`src/rtl/pio_scan_pkg.sv`:
```
// Shared types and constants for the PIO edge scanner.
// Define PIO_SCAN_LEVEL_EN to also capture live input levels with each event.
package pio_scan_pkg;

  typedef enum logic [2:0] {
    ST_IDLE,
    ST_RD_EDGE,
    ST_WAIT_EDGE,
    ST_RD_LVL,
    ST_WAIT_LVL,
    ST_CLR,
    ST_PUSH
  } scan_state_t;

  localparam logic [1:0] PIO_ADDR_DATA = 2'd0;
  localparam logic [1:0] PIO_ADDR_EDGE = 2'd3;

`ifdef PIO_SCAN_LEVEL_EN
  localparam bit LEVEL_EN = 1'b1;
`else
  localparam bit LEVEL_EN = 1'b0;
`endif

  function automatic int cnt_width(input int n);
    return (n > 1) ? $clog2(n) : 1;
  endfunction

endpackage

```
`src/rtl/pio_scan_fifo.sv`:
```
// First-word-fall-through event FIFO; DEPTH must be a power of two >= 2.
module pio_scan_fifo #(
  parameter int W     = 24,
  parameter int DEPTH = 4
) (
  input  logic         clk_i,
  input  logic         rst_i,
  input  logic         push_i,
  input  logic         pop_i,
  input  logic [W-1:0] data_i,
  output logic [W-1:0] data_o,
  output logic         full_o,
  output logic         empty_o
);

  localparam int AW = $clog2(DEPTH);

  logic [W-1:0] mem_q [DEPTH];
  logic [AW:0]  wr_ptr_q, wr_ptr_d;
  logic [AW:0]  rd_ptr_q, rd_ptr_d;
  logic         do_push, do_pop;

  // Extra pointer MSB distinguishes full from empty when the indices match.
  assign empty_o = (wr_ptr_q == rd_ptr_q);
  assign full_o  = (wr_ptr_q[AW] != rd_ptr_q[AW]) &&
                   (wr_ptr_q[AW-1:0] == rd_ptr_q[AW-1:0]);

  assign do_pop  = pop_i && !empty_o;
  assign do_push = push_i && (!full_o || do_pop);

  assign wr_ptr_d = do_push ? wr_ptr_q + 1'b1 : wr_ptr_q;
  assign rd_ptr_d = do_pop  ? rd_ptr_q + 1'b1 : rd_ptr_q;

  always_ff @(posedge clk_i or posedge rst_i) begin
    if (rst_i) begin
      wr_ptr_q <= '0;
      rd_ptr_q <= '0;
    end else begin
      wr_ptr_q <= wr_ptr_d;
      rd_ptr_q <= rd_ptr_d;
    end
  end

  always_ff @(posedge clk_i) begin
    if (do_push) mem_q[wr_ptr_q[AW-1:0]] <= data_i;
  end

  assign data_o = empty_o ? '0 : mem_q[rd_ptr_q[AW-1:0]];

endmodule

```
`src/rtl/pio_edge_scanner.sv`:
```
// Autonomous poller of an edge-capturing PIO; pending edges become FIFO events.
// Define PIO_SCAN_LEVEL_EN to add the live-level read (RD_LVL/WAIT_LVL) to each scan.
//
// state      | meaning
// IDLE       | poll timer counting down; start scan at 0 if enabled and FIFO not full
// RD_EDGE    | edge-capture address presented
// WAIT_EDGE  | edge-capture data sampled; empty scan returns to IDLE
// RD_LVL     | data (level) address presented
// WAIT_LVL   | level data sampled
// CLR        | single write clearing the PIO capture register
// PUSH       | event written to the FIFO, timer reloaded
module pio_edge_scanner
  import pio_scan_pkg::*;
#(
  parameter int   WIDTH      = 12,
  parameter int   POLL_DIV   = 256,
  parameter int   FIFO_DEPTH = 4,
  localparam int  EVW        = LEVEL_EN ? 2 * WIDTH : WIDTH
) (
  input  logic            clk,
  input  logic            reset,
  input  logic            enable,
  output logic [1:0]      m_address,
  output logic            m_chipselect,
  output logic            m_write_n,
  output logic [31:0]     m_writedata,
  input  logic [31:0]     m_readdata,
  output logic            ev_valid,
  input  logic            ev_ready,
  output logic [EVW-1:0]  ev_data,
  output logic            irq
);

  localparam int             TW           = cnt_width(POLL_DIV);
  localparam logic [TW-1:0]  TIMER_RELOAD = TW'(POLL_DIV - 1);

  scan_state_t      state_q, state_d;
  logic [TW-1:0]    timer_q, timer_d;
  logic [WIDTH-1:0] edges_q, edges_d;
  logic [1:0]       addr_q, addr_d;
  logic             irq_q;
  logic             fifo_push, fifo_pop, fifo_full, fifo_empty;
  logic [EVW-1:0]   fifo_wdata;

`ifdef PIO_SCAN_LEVEL_EN
  logic [WIDTH-1:0] level_q, level_d;
`endif

  always_comb begin
    state_d   = state_q;
    timer_d   = timer_q;
    edges_d   = edges_q;
    addr_d    = addr_q;
    fifo_push = 1'b0;
`ifdef PIO_SCAN_LEVEL_EN
    level_d   = level_q;
`endif
    case (state_q)
      ST_IDLE: begin
        if (timer_q == '0) begin
          // A full FIFO just defers the scan; edges keep accumulating in the PIO.
          if (enable && !fifo_full) begin
            state_d = ST_RD_EDGE;
            addr_d  = PIO_ADDR_EDGE;
          end
        end else begin
          timer_d = timer_q - 1'b1;
        end
      end
      ST_RD_EDGE: state_d = ST_WAIT_EDGE;
      ST_WAIT_EDGE: begin
        edges_d = m_readdata[WIDTH-1:0];
        if (m_readdata[WIDTH-1:0] == '0) begin
          state_d = ST_IDLE;
          timer_d = TIMER_RELOAD;
        end else begin
`ifdef PIO_SCAN_LEVEL_EN
          state_d = ST_RD_LVL;
          addr_d  = PIO_ADDR_DATA;
`else
          state_d = ST_CLR;
          addr_d  = PIO_ADDR_EDGE;
`endif
        end
      end
`ifdef PIO_SCAN_LEVEL_EN
      ST_RD_LVL: state_d = ST_WAIT_LVL;
      ST_WAIT_LVL: begin
        level_d = m_readdata[WIDTH-1:0];
        state_d = ST_CLR;
        addr_d  = PIO_ADDR_EDGE;
      end
`endif
      ST_CLR: state_d = ST_PUSH;
      ST_PUSH: begin
        fifo_push = 1'b1;
        state_d   = ST_IDLE;
        timer_d   = TIMER_RELOAD;
      end
      default: state_d = ST_IDLE;
    endcase
  end

  always_ff @(posedge clk or posedge reset) begin
    if (reset) begin
      state_q <= ST_IDLE;
      timer_q <= TIMER_RELOAD;
      edges_q <= '0;
      addr_q  <= PIO_ADDR_DATA;
      irq_q   <= 1'b0;
    end else begin
      state_q <= state_d;
      timer_q <= timer_d;
      edges_q <= edges_d;
      addr_q  <= addr_d;
      irq_q   <= !fifo_empty;
    end
  end

`ifdef PIO_SCAN_LEVEL_EN
  always_ff @(posedge clk or posedge reset) begin
    if (reset) level_q <= '0;
    else       level_q <= level_d;
  end
  assign fifo_wdata = {level_q, edges_q};
`else
  assign fifo_wdata = edges_q;
`endif

  assign fifo_pop = ev_valid && ev_ready;

  pio_scan_fifo #(
    .W     (EVW),
    .DEPTH (FIFO_DEPTH)
  ) u_fifo (
    .clk_i   (clk),
    .rst_i   (reset),
    .push_i  (fifo_push),
    .pop_i   (fifo_pop),
    .data_i  (fifo_wdata),
    .data_o  (ev_data),
    .full_o  (fifo_full),
    .empty_o (fifo_empty)
  );

  assign ev_valid     = !fifo_empty;
  assign irq          = irq_q;
  assign m_address    = addr_q;
  assign m_chipselect = (state_q == ST_CLR);
  assign m_write_n    = (state_q != ST_CLR);
  assign m_writedata  = '0;

  if (WIDTH < 32) begin : g_unused
    logic unused_rdata;
    assign unused_rdata = ^m_readdata[31:WIDTH];
  end

endmodule

```
`config.mk`:
```
export PLATFORM = sky130hd
export DESIGN_NAME = pio_edge_scanner
export DESIGN_NICKNAME = d
export VERILOG_FILES = /design/src/rtl/pio_scan_pkg.sv /design/src/rtl/pio_scan_fifo.sv /design/src/rtl/pio_edge_scanner.sv
export SDC_FILE = /design/constraint.sdc
export NUM_CORES = 1
export LEC_CHECK = 0
export CAP_MARGIN = 30
export CORE_AREA = 3 3 94 96
export DETAILED_ROUTE_END_ITERATION = 10
export DIE_AREA = 0 0 97 99
export PLACE_DENSITY = 0.73
export SETUP_SLACK_MARGIN = 0.3
export SLEW_MARGIN = 20
export SYNTH_ARGS = -nofsm -noshare
export SYNTH_HDL_FRONTEND = slang
export SYNTH_SLANG_ARGS = --single-unit
```
`constraint.sdc`:
```
create_clock -name clk -period 2.1 [get_ports clk]
set_input_delay 0.42 -clock clk [delete_from_list [all_inputs] [get_ports clk]]
set_output_delay 0.42 -clock clk [all_outputs]
set_load 0.01 [all_outputs]
```
==> flow_metrics.py <==
metrics = {
    "sta": {
        "final-max-slew-violation-count": 0,
        "hold_viol": 0,
        "min_period_ns": 2.24,
        "setup_tns_ns": -1.56,
        "worst_pin_slew_ns": 0.639,
        "finalSetupViolations": 12,
        "max_freq_mhz": 446,
        "rsz0062_at_grt": "yes",
        "setup_ws_ns": -0.143,
        "finalCritPeriodShare": 1.07,
        "relSlewSlack": 0.570,
        "finalClockSkew_ns": 0.0114,
        "holdWs_ns": 0.404,
    },
    "clocking": {
        "clk_latency_ns": 0.35,
        "cts-root-buf": "clkbuf_8",
        "cts_made_buffers": 9,
        "cts_tree": "built",
        "clk_path_buf_depth": 2,
        "cts.clk_slew.worst_paths_ns": 0.08,
        "cts_sinks": 79,
        "cts-htree-levels": 3,
    },
    "global_route": {
        "grt_pass1_vias": 2025,
        "track_usage": 0.143,
        "gr-total-overflow": 0,
        "grt_max_degree": 32,
        "antenna_found_initial": 0,
        "grt_pass1_wl_um": 10400,
    },
    "final_layout": {
        "multiInputGateArea_mm2": 0.00131,
        "diodes": 0,
        "drive_gt1_frac": 0.407,
        "final_common_cell": "edfxtp_1",
        "synthToLayoutAreaGrowth_pct": 28.1,
        "final_cells": 432,
        "fin_nets": 365,
        "seq_area_mm2": 0.00223,
        "fillers": 630,
        "layout_common_cells": "edfxtp_1 (48), conb_1 (32), buf_4 (24), dfrtp_1 (21), buf_6 (18)",
    },
    "synth": {
        "ys_seq_area_frac": 0.612,
        "synth_cell_types": 43,
        "syn-mean-instance-area_um2": 14.6,
        "synthCells": 249,
        "yosysWarnings": 0,
        "postSynth.asyncResetShare": 0.392,
        "netlist_area_mm2": 0.00364,
        "synth_edf_count": 48,
        "synth_top_flop_cell": "edfxtp_1",
        "ys_seq_elements": 79,
    },
    "drt": {
        "first_iter_violations": 81,
        "vias": 2127,
        "drt-total-wl_um": 6730,
        "routedWlPerCell_um": 15.6,
        "dr.pass1.iters": 4,
        "drc": 0,
        "postRouteAntennaNets": 0,
        "vias_per_cell": 4.92,
    },
    "power_and_ir_drop": {
        "p_per_area_mw_per_mm2": 604,
        "leakagePower_uw": 0.00204,
        "vdd_ir_drop_max_uv": 322,
    },
    "die": {
        "start_util": 0.447,
        "die_y_um": 99,
        "core_area_mm2": 0.00813,
        "die_x_um": 97,
        "die_area_mm2": 0.00960,
        "io_pins": 86,
        "rows": 33,
    },
    "status": {
        "status": "finished, violations left",
        "violations": "setup timing",
    },
    "run": {
        "max-cap-violations": 0,
    },
    "worst_hold_path": {
        "hp-class": "input pin to flop",
        "hold_depth": 2,
    },
    "setup_path": {
        "cp_num_buf_inv": 4,
        "required_ns": 1.68,
        "cp_slowest_cell": "dfrtp_2",
        "worstPathArrival_ns": 1.82,
        "endpoint_kind": "primary output",
        "critPathLaunchType": "flop",
        "crit_cells": 7,
        "cp_top_family": "buffers and inverters",
        "worstPathMaxFanout": 8,
        "r2r_cells": 9,
        "critical_path_class": "flop to primary output",
        "cp_cell_sequence": "clkbuf_16 > xnor2_4 > nand3b_1 > buf_4 > buf_12 > and2_4 > buf_6",
        "cpPeakStageDelay_ns": 0.45,
    },
    "place": {
        "dpl.cell_count": 399,
        "portBuffers": 33,
        "place_ws_ns": -0.211,
        "dpl.hpwl_um": 4280,
        "gp_congestion": 0.864,
    },
}
## per-stage QoR
step / util / total power, µW / area, µm²
2_1_floorplan: - / 1750 / 3770
3_3_place_gp: 0.512 / 1750 / 4170
3_5_place_dp: 0.512 / 1750 / 4170
4_1_cts: 0.550 / 2840 / 4470
5_1_grt: 0.573 / 2910 / 4660
6_report: 0.573 / 2810 / 4660
## worst reg2reg max path, cell delays in order (launching register included)
cell and delay (ns):
dfrtp_2 0.45, clkbuf_16 0.17, xnor2_4 0.14, buf_4 0.13
buf_4 0.12, nand3_1 0.14, o211ai_1 0.10, buf_4 0.17
nor2_2 0.13, buf_12 0.16
## cell families (layout without fill, tap and decap cells)
family                     count (synthesis)  count (layout)  share of synthesized area
AOI/OAI and AO/OA                         20              20                     0.0444
xor gates and xnor gates                   7               7                     0.0169
adders and majority gates                  7               7                     0.0241
buffers and inverters                     51              98                     0.0877
DFF                                       79              79                      0.612
muxes                                     26              26                      0.118
other                                      1              32                    0.00103
and+or+nand+nor                           58              58                     0.0960
## power breakdown
part	internal (µW)	leakage [µW]	switching, µW	total (µW)
sequential	1630	0.000963	0	1630
clock	551	0.0000972	556	1110
combinational	21.8	0.000980	52.3	74.2
total	2210	0.00204	609	2810
## final timing paths
check	start	endpoint	slack, ns
min	m_readdata[2]	edges_q[2]$_DFFE_PP0P_	0.40
min in group asynchronous	reset	edges_q[8]$_DFFE_PP0P_	0.45
max in group asynchronous	reset	timer_q[2]$_DFFE_PP1P_	1.32
max	u_fifo.rd_ptr_q[0]$_DFFE_PP0P_	ev_data[10]	-0.14
min reg2reg	state_q[1]$_DFFE_PP0P_	state_q[1]$_DFFE_PP0P_	0.45
max reg2reg	u_fifo.rd_ptr_q[0]$_DFFE_PP0P_	u_fifo.mem_q[2][1]$_DFFE_PP_	0.10
## synth_stat cells, types with 3 or more instances
master,n,area (µm²)
a21oi_1,5,25.0
and2_1,16,100
buf_2,3,15.0
buf_4,33,248
clkbuf_1,4,15.0
dfrtp_1,23,576
dfstp_2,8,210
edfxtp_1,48,1440
ha_1,7,87.6
inv_1,11,41.3
mux2_2,14,158
mux4_2,12,270
nand2_1,5,18.8
nand3_1,3,15.0
nor2_1,7,26.3
nor2b_1,4,25.0
nor3_1,6,30.0
nor3b_1,3,22.5
xnor2_1,6,52.6
## routing by layer
metal / wire, µm / part of all wire / GRT usage
met1: 2960 / 0.44 / 0.178
met2: 3310 / 0.49 / 0.236
met3: 331 / 0.049 / 0.0304
met4: 135 / 0.020 / 0.0745
met5: 0 / 0 / 0
## area by class of cell
| cell class | instances | share of cell area |
|---|---|---|
| Clock buffer | 9 | 0.0266 |
| Clock inverter | 7 | 0.0156 |
| Inverter | 11 | 0.00993 |
| Multi-Input combinational cell | 150 | 0.282 |
| Sequential cell | 79 | 0.478 |
| Tap cell | 105 | 0.0282 |
| Timing Repair Buffer | 70 | 0.158 |
| Timing Repair inverter | 1 | 0.00134 |
## sequential cells by signal (all words and copies together) (netlist names)
register / count
u_fifo.mem_q: 48
edges_q: 12
timer_q: 8
state_q: 3
u_fifo.rd_ptr_q: 3
u_fifo.wr_ptr_q: 3
irq: 1
m_address: 1
## what timing repair did
action	in CTS	in global routing
buffers inserted	8	6
cloned	2	1
resized for setup	86	35
hold buffers	0	0
pin swaps	15	19
endpoints found under the hold margin	0	0
setup endpoints to repair	36	73
No activity file was read; power rests on OpenSTA's default activity.
